$ cat src/rtl/systolic_mm_engine.sv
// systolic_mm_engine: NxN output-stationary systolic matrix multiplier, C = A x B.
// A is NxK, B is KxN, and K (k_len) is chosen per job, up to K_MAX.
// Operand beats arrive column-of-A / row-of-B wide. The engine skews them internally
// and returns C one row at a time, with backpressure on the result side.
// Ports:
//   clk, rst           clock; synchronous active-high reset
//   start, k_len       job request (taken in IDLE only) and the job's inner dimension
//   busy               high in every state except IDLE
//   in_valid, in_ready operand beat handshake (in_ready is high only in LOAD)
//   a_vec, b_vec       lane i = A[i][k], lane j = B[k][j]
//   c_valid, c_ready   result row handshake
//   c_row, c_row_idx   lane j = C[r][j]; r is the row index
//   done               pulse on the cycle the last row is accepted
module systolic_mm_engine #(
    parameter int unsigned DATA_WIDTH = 8,
    parameter int unsigned N          = 4,
    parameter int unsigned K_MAX      = 16,
    parameter int unsigned ACC_WIDTH  = 2 * DATA_WIDTH + $clog2(K_MAX),
    parameter int unsigned SIGNED     = 0
) (
    input  logic                          clk,
    input  logic                          rst,
    input  logic                          start,
    input  logic [$clog2(K_MAX+1)-1:0]    k_len,
    output logic                          busy,
    input  logic                          in_valid,
    output logic                          in_ready,
    input  logic [N*DATA_WIDTH-1:0]       a_vec,
    input  logic [N*DATA_WIDTH-1:0]       b_vec,
    output logic                          c_valid,
    input  logic                          c_ready,
    output logic [N*ACC_WIDTH-1:0]        c_row,
    output logic [$clog2(N)-1:0]          c_row_idx,
    output logic                          done
);

    localparam int unsigned KW  = $clog2(K_MAX + 1);
    localparam int unsigned RW  = $clog2(N);
    localparam int unsigned PW  = 2 * DATA_WIDTH;
    localparam int unsigned DCW = $clog2(2 * N);
    localparam logic [DCW-1:0] DRAIN_LAST = DCW'(2 * N - 2);
    localparam logic [RW-1:0]  ROW_LAST   = RW'(N - 1);

    typedef enum logic [1:0] {IDLE, LOAD, DRAIN, OUT} state_t;

    state_t          state;
    logic [KW-1:0]   k_q;
    logic [KW-1:0]   beat_q;
    logic [DCW-1:0]  drain_q;

    logic            clr;
    logic            adv;
    logic            load_beat;

    logic [DATA_WIDTH-1:0] a_lane [N];
    logic [DATA_WIDTH-1:0] b_lane [N];
    logic [DATA_WIDTH-1:0] a_edge [N];
    logic [DATA_WIDTH-1:0] b_edge [N];
    logic [DATA_WIDTH-1:0] a_sk   [1:N-1][N-1];
    logic [DATA_WIDTH-1:0] b_sk   [1:N-1][N-1];
    logic [DATA_WIDTH-1:0] a_h    [N][N-1];
    logic [DATA_WIDTH-1:0] b_v    [N-1][N];
    logic [DATA_WIDTH-1:0] a_in   [N][N];
    logic [DATA_WIDTH-1:0] b_in   [N][N];
    logic [ACC_WIDTH-1:0]  prod   [N][N];
    logic [ACC_WIDTH-1:0]  acc    [N][N];

    logic [RW-1:0]          row_sel;
    logic [N*ACC_WIDTH-1:0] row_nxt;

    // Product extended to accumulator width, zero- or sign-extended
    function automatic logic [ACC_WIDTH-1:0] mul_ext(input logic [DATA_WIDTH-1:0] a,
                                                     input logic [DATA_WIDTH-1:0] b);
        logic signed [PW-1:0] ps;
        logic [PW-1:0]        pu;
        ps = PW'($signed(a)) * PW'($signed(b));
        pu = PW'(a) * PW'(b);
        if (SIGNED != 0) return ACC_WIDTH'(ps);
        else             return ACC_WIDTH'(pu);
    endfunction

    assign clr       = (state == IDLE) && start;
    assign adv       = (state == LOAD) || (state == DRAIN);
    assign load_beat = (state == LOAD) && in_valid;
    assign done      = (state == OUT) && c_ready && (c_row_idx == ROW_LAST);

    // Lane gating, skew taps and PE input wiring
    always_comb begin
        for (int i = 0; i < N; i++) begin
            a_lane[i] = load_beat ? a_vec[i*DATA_WIDTH +: DATA_WIDTH] : '0;
            b_lane[i] = load_beat ? b_vec[i*DATA_WIDTH +: DATA_WIDTH] : '0;
        end
        a_edge[0] = a_lane[0];
        b_edge[0] = b_lane[0];
        for (int i = 1; i < N; i++) begin
            a_edge[i] = a_sk[i][i-1];
            b_edge[i] = b_sk[i][i-1];
        end
        for (int i = 0; i < N; i++) begin
            a_in[i][0] = a_edge[i];
            b_in[0][i] = b_edge[i];
            for (int j = 1; j < N; j++) begin
                a_in[i][j] = a_h[i][j-1];
                b_in[j][i] = b_v[j-1][i];
            end
        end
        for (int i = 0; i < N; i++) begin
            for (int j = 0; j < N; j++) begin
                prod[i][j] = mul_ext(a_in[i][j], b_in[i][j]);
            end
        end
    end

    // Row to load into c_row: row 0 on OUT entry, otherwise the next row
    always_comb begin
        row_sel = (state == DRAIN) ? '0 : RW'(c_row_idx + RW'(1));
        row_nxt = '0;
        for (int j = 0; j < N; j++) begin
            row_nxt[j*ACC_WIDTH +: ACC_WIDTH] = acc[row_sel][j];
        end
    end

    // Skew lines, PE pipeline and accumulators; frozen outside LOAD/DRAIN
    always_ff @(posedge clk) begin
        if (rst || clr) begin
            for (int i = 1; i < N; i++) begin
                for (int s = 0; s < N - 1; s++) begin
                    a_sk[i][s] <= '0;
                    b_sk[i][s] <= '0;
                end
            end
            for (int i = 0; i < N; i++) begin
                for (int m = 0; m < N - 1; m++) begin
                    a_h[i][m] <= '0;
                    b_v[m][i] <= '0;
                end
                for (int j = 0; j < N; j++) begin
                    acc[i][j] <= '0;
                end
            end
        end else if (adv) begin
            for (int i = 1; i < N; i++) begin
                a_sk[i][0] <= a_lane[i];
                b_sk[i][0] <= b_lane[i];
                for (int s = 1; s < N - 1; s++) begin
                    a_sk[i][s] <= a_sk[i][s-1];
                    b_sk[i][s] <= b_sk[i][s-1];
                end
            end
            for (int i = 0; i < N; i++) begin
                for (int m = 0; m < N - 1; m++) begin
                    a_h[i][m] <= a_in[i][m];
                    b_v[m][i] <= b_in[m][i];
                end
                for (int j = 0; j < N; j++) begin
                    acc[i][j] <= acc[i][j] + prod[i][j];
                end
            end
        end
    end

    // Job control and registered outputs
    always_ff @(posedge clk) begin
        if (rst) begin
            state     <= IDLE;
            k_q       <= '0;
            beat_q    <= '0;
            drain_q   <= '0;
            busy      <= 1'b0;
            in_ready  <= 1'b0;
            c_valid   <= 1'b0;
            c_row     <= '0;
            c_row_idx <= '0;
        end else begin
            case (state)
                IDLE: begin
                    if (start) begin
                        k_q     <= k_len;
                        beat_q  <= '0;
                        drain_q <= '0;
                        busy    <= 1'b1;
                        if (k_len == '0) begin
                            state <= DRAIN;
                        end else begin
                            state    <= LOAD;
                            in_ready <= 1'b1;
                        end
                    end
                end
                LOAD: begin
                    if (in_valid) begin
                        beat_q <= beat_q + KW'(1);
                        if (beat_q + KW'(1) == k_q) begin
                            state    <= DRAIN;
                            in_ready <= 1'b0;
                        end
                    end
                end
                DRAIN: begin
                    // 2N-1 zero cycles flush the furthest PE before results are read
                    drain_q <= drain_q + DCW'(1);
                    if (drain_q == DRAIN_LAST) begin
                        state     <= OUT;
                        c_valid   <= 1'b1;
                        c_row_idx <= '0;
                        c_row     <= row_nxt;
                    end
                end
                OUT: begin
                    if (c_ready) begin
                        if (c_row_idx == ROW_LAST) begin
                            state     <= IDLE;
                            busy      <= 1'b0;
                            c_valid   <= 1'b0;
                            c_row     <= '0;
                            c_row_idx <= '0;
                        end else begin
                            c_row_idx <= c_row_idx + RW'(1);
                            c_row     <= row_nxt;
                        end
                    end
                end
                default: state <= IDLE;
            endcase
        end
    end

endmodule
$ cat config.mk
export PLATFORM = sky130hd
export DESIGN_NAME = systolic_mm_engine
export DESIGN_NICKNAME = d
export VERILOG_FILES = /design/src/rtl/systolic_mm_engine.sv
export SDC_FILE = /design/constraint.sdc
export NUM_CORES = 2
export LEC_CHECK = 0
export ABC_AREA = 1
export BUFFER_PORTS_ARGS = -buffer_cell sky130_fd_sc_hd__buf_2
export CORE_MARGIN = 2
export CORE_UTILIZATION = 30
export DETAILED_ROUTE_END_ITERATION = 12
export PLACE_DENSITY = 0.5
export SETUP_SLACK_MARGIN = 0.05
export SLEW_MARGIN = 20
export SYNTH_ARGS = -nofsm -noshare
export SYNTH_HDL_FRONTEND = slang
export SYNTH_SLANG_ARGS = --single-unit
$ cat constraint.sdc
create_clock -name clk -period 31.7 [get_ports clk]
set_input_delay 1.585 -clock clk [delete_from_list [all_inputs] [get_ports clk]]
set_output_delay 1.585 -clock clk [all_outputs]
set_load 0.01 [all_outputs]
# --- After elaboration in Yosys (flattened, before gate mapping) ---
# Memories as Yosys holds them, arrays and structs flattened.
# Index checks and enable logic that the tools add are counted.
totals:
  register_bits: 100
  ramBits: 656
  inputBits: 74
  out_inout_bits: 86
  wordCells: 244
  memories: 5
classes:
  addsub: 19
  multipliers: 16
  n_eq_ne: 13
  n_mux: 104
  n_bitwise: 58
  reduce_logical: 20
memory_table:
  columns: ["memory", "depth", "word_bits", "read_ports", "rd_clocked_by_memory_dff", "write_ports", "line_no", "source"]
  rows:
  - ["acc", 4, 80, 5, 0, 4, "66", "logic [ACC_WIDTH-1:0] acc [N][N];"]
  - ["a_h", 4, 24, 4, 0, 4, "61", "logic [DATA_WIDTH-1:0] a_h [N][N-1];"]
  - ["b_v", 3, 32, 3, 0, 3, "62", "logic [DATA_WIDTH-1:0] b_v [N-1][N];"]
  - ["a_sk", 3, 24, 3, 0, 3, "59", "logic [DATA_WIDTH-1:0] a_sk [1:N-1][N-1];"]
  - ["b_sk", 3, 24, 3, 0, 3, "60", "logic [DATA_WIDTH-1:0] b_sk [1:N-1][N-1];"]
ops:
  columns: ["op", "count"]
  rows:
  - ["2-to-1 mux 8 bit", 50]
  - ["adder 20 x 16 -> 20 bit", 16]
  - ["2-to-1 mux 20 bit", 16]
  - ["multiplier 8 x 8 -> 16 bit", 16]
  - ["2-to-1 mux 80 bit", 3]
  - ["one-hot mux 80 bit (2 select lines)", 1]
  - ["bitwise OR 1 bit", 58]
  - ["2-to-1 mux 2 bit", 11]
  - ["2-to-1 mux 1 bit", 13]
  - ["2-to-1 mux 5 bit", 2]
  - ["one-hot mux 5 bit (2 select lines)", 1]
  - ["inequality test 2 bit, second input constant", 4]
  - ["one-hot mux 2 bit (4 select lines)", 1]
  - ["AND reduction 4 bit", 2]
  - ["nonzero test 2 bit", 4]
  - ["== test 2 bit, second input constant", 3]
  - ["inequality test 2 x 1 -> 1 bit, second input constant", 3]
  - ["one-hot mux 1 bit (2 select lines)", 3]
  - ["one-hot mux 3 bit (2 select lines)", 1]
  - ["AND reduction 3 bit", 2]
  - ["AND reduction 6 bit", 1]
  - ["adder 5 x 1 -> 5 bit, second input constant", 1]
  - ["== test 5 bit", 1]
  - ["zero test 5 bit", 1]
  - ["other kinds (11)", 16]

# --- Longest topological paths before layout ---
logic_depth:
  ltp_word: 6
  ltp_mapped: 25
  depth_no_buf: 24

# --- Worst setup path after synthesis ---
# No wires, ideal clock.
synth_path:
  path_type: "in2reg"
  start: "input start"
  end: "memory a_h[0][0] (netlist bit), enable pin"
  setup_ns: 5.767
  t_arrival_ns: 15.361
  required_ns: 25.933
  slack_ns: 10.572
  cell_stages: 3
  path_buffers: 1
  path_cell_list: "nand2_1 -> clkbuf_1 -> nand3_1"
synth_lines:
  columns: ["item", "line_no", "source"]
  rows:
  - ["from (decl)", "23", "input logic start,"]
  - ["to (decl)", "61", null]

==> results_dict.tcl <==
set metrics [dict create \
    post-route-min-period_ns 5.46 \
    multiInputGateArea_um2 42000 \
    area_growth_pct 9.02 \
    grt_pass1_wl_mm 336 \
    power.leakage_uw 0.0417 \
    ys_warn_count 0 \
    hold_buffers 0 \
    powerDensity_nw_per_um2 89.7 \
    clock_latency_ns 0.74 \
    ant_nets 0 \
    hpwl_mm 166 \
    vias_per_cell 4.58 \
    io_pins 160 \
    fill_cells 25827 \
    ys_seq_area_frac 0.277 \
    mostFrequentLayoutCell "inv_1" \
    synth_edf_count 608 \
    synthCells 9145 \
    timing.final.hold_violations 0 \
    post_cts_buffers 0 \
    die-area_um2 248000 \
    antenna_found_initial 5 \
    cts.sinks 708 \
    worstMarginPinSlew_ns 1.13 \
    cts_tree "done" \
    drt-initial-drc-count 4044 \
    cts-root-buf "clkbuf_16" \
    syn-num-nets 10683 \
    io_buffers 159 \
    drc_errors 0 \
    synth.avg_cell_area_um2 7.99 \
    totalWireLength_mm 213 \
    status "completed" \
    cts.repair.resized 0 \
    num-nets-final 10577 \
    routedWlPerCell_um 17.3 \
    track_usage 0.172 \
    regArea_um2 20300 \
    cap_violations 0 \
    rsz0062_at_grt "no" \
    dieHeight_um 498 \
    dp.cells 12150 \
    cts_buffers 89 \
    cts_htree_levels 3 \
    vias 56384 \
    synthDistinctLibCells 37 \
    initial_core_util 0.301 \
    clock_path_buffers 3 \
    hold_class "reg -> reg" \
    crit_fanout 18 \
    required_ns 32.17 \
    timing.setup.tns_ns 0 \
    start_kind "primary input" \
    min_period_over_period 0.172 \
    synthArstFlopShare 0 \
    path_class "in -> reg" \
    peakVddDrop_mv 0.0482 \
    rows 181 \
    drv_slew 0 \
    synth-seq-cells 708 \
    overflow 0 \
    fp.coreArea_um2 243000 \
    cp_data_arrival_time_ns 5.93 \
    setup-violations-final 0 \
    grt_max_degree 138 \
    path_clk_slew_ns 0.06 \
    maxSlewHeadroom 0.250 \
    fin_skew_ns 0.0440 \
    fin_cells 12317 \
    ys.flop_type "edfxtp_1" \
    syn-cell-area_um2 73100 \
    layout_common_cells "inv_1, nand2_1, nor2_1, fa_1, ha_1" \
    fmax_mhz 183 \
    dr.pass1.iters 8 \
    drive_above_1_share 0.0393 \
    die_w_um 498 \
    first_global_vias 58149 \
    end_kind "flop" \
    place.gp.congestion 0.891 \
]
==> critical path, cell delays in order <==
cell and delay, ns:
buf_2 0.10, nand2_1 0.05, buf_4 0.22, nor2_1 0.35, nand2_1 0.14, fa_1 0.56
inv_1 0.06, fa_1 0.50, fa_1 0.49, inv_1 0.05, fa_1 0.47, inv_1 0.04
ha_1 0.39, nand2_1 0.08, nand2_1 0.11, a21oi_1 0.07, nand2_1 0.16, a21oi_1 0.11
or2_2 0.28, inv_1 0.06, nor2_1 0.03
==> final cells by class <==
class / instances / area share
Clock inverter: 56 / 0.00683
Multi-Input combinational cell: 5545 / 0.527
Antenna cell: 1 / 0.0000314
Inverter: 2506 / 0.118
Sequential cell: 708 / 0.254
Timing Repair Buffer: 189 / 0.0132
Clock buffer: 110 / 0.0306
Tap cell: 3202 / 0.0503
==> synth_stat cells, types with 12 or more instances <==
library cell     n  area [um2]
nand3_1        273        1370
nor3_1          36         180
nand4_1         20         125
o22ai_1         12        75.1
a21boi_0        14         105
a21oi_1        607        3040
clkbuf_1       337        1260
nand2_1       1781        6690
ha_1           664        8310
o31ai_1         16         120
fa_1           800       16000
nand3b_1        18         135
nor2_1         806        3030
buf_2           38         190
edfxtp_1       608       18300
inv_1         2501        9390
dfxtp_1        100        2000
o21ai_0        381        1910
o21a_1          45         338
o21bai_1        13        97.6
==> power by group <==
| part | total, uW | switching, uW | internal, uW |
|---|---|---|---|
| sequential | 2170 | 688 | 1480 |
| combinational | 3910 | 2540 | 1370 |
| clock | 1080 | 467 | 608 |
==> cell families (layout without fill, tap and decap cells) <==
logic type               count (synthesis)  in the layout  share of synthesized area
AND/OR/NAND/NOR                       2963           2963                      0.160
buffers and inverters                 2892           2861                      0.149
adder cells (fa/ha/maj)               1464           1464                      0.333
AO/OA/AOI/OAI                         1112           1112                     0.0801
flip-flops                             708            708                      0.277
XOR/XNOR                                 6              6                   0.000719
other                                    0              1                          0
==> final timing paths <==
kind / endpoint / depth (start not counted) / slack (ns) / start
worst max-delay path: acc[0][75] / 21 / 26.24 / in_valid
worst min-delay path: c_row[5] / 2 / 0.46 / c_row[5]
worst max register to register: acc[0][75] / 21 / 26.48 / state[0]
worst min register to register: c_row[5] / 2 / 0.46 / c_row[5]
==> flip-flops by register name, indices dropped and copies added, names as in the netlist, 3 cells and up <==
register	cells
acc	320
a_h	96
c_row	80
b_sk	72
b_v	72
a_sk	48
beat_q	5
k_q	5
drain_q	3
==> stage by stage <==
| stage | setup slack, ns | power, uW | area, um2 | hold slack, ns | util |
|---|---|---|---|---|---|
| after global routing | 25.91 | 7950 | 79700 | 0.483 | 0.328 |
| after floorplan | 10.57 | 5000 | 73100 | 0.443 | - |
| after global placement | 25.46 | 6050 | 76700 | 0.449 | 0.316 |
| final | 26.24 | 7150 | 79700 | 0.460 | 0.328 |
| after detailed placement | 25.47 | 6100 | 76700 | 0.453 | 0.316 |
| after CTS | 26.24 | 7240 | 79700 | 0.463 | 0.328 |
==> routing by layer <==
layer	share of wire	track usage
met5	0	0
met2	0.46	0.282
met4	0.026	0.0489
met3	0.042	0.0160
met1	0.47	0.242
(Power assumes the default switching activity.)
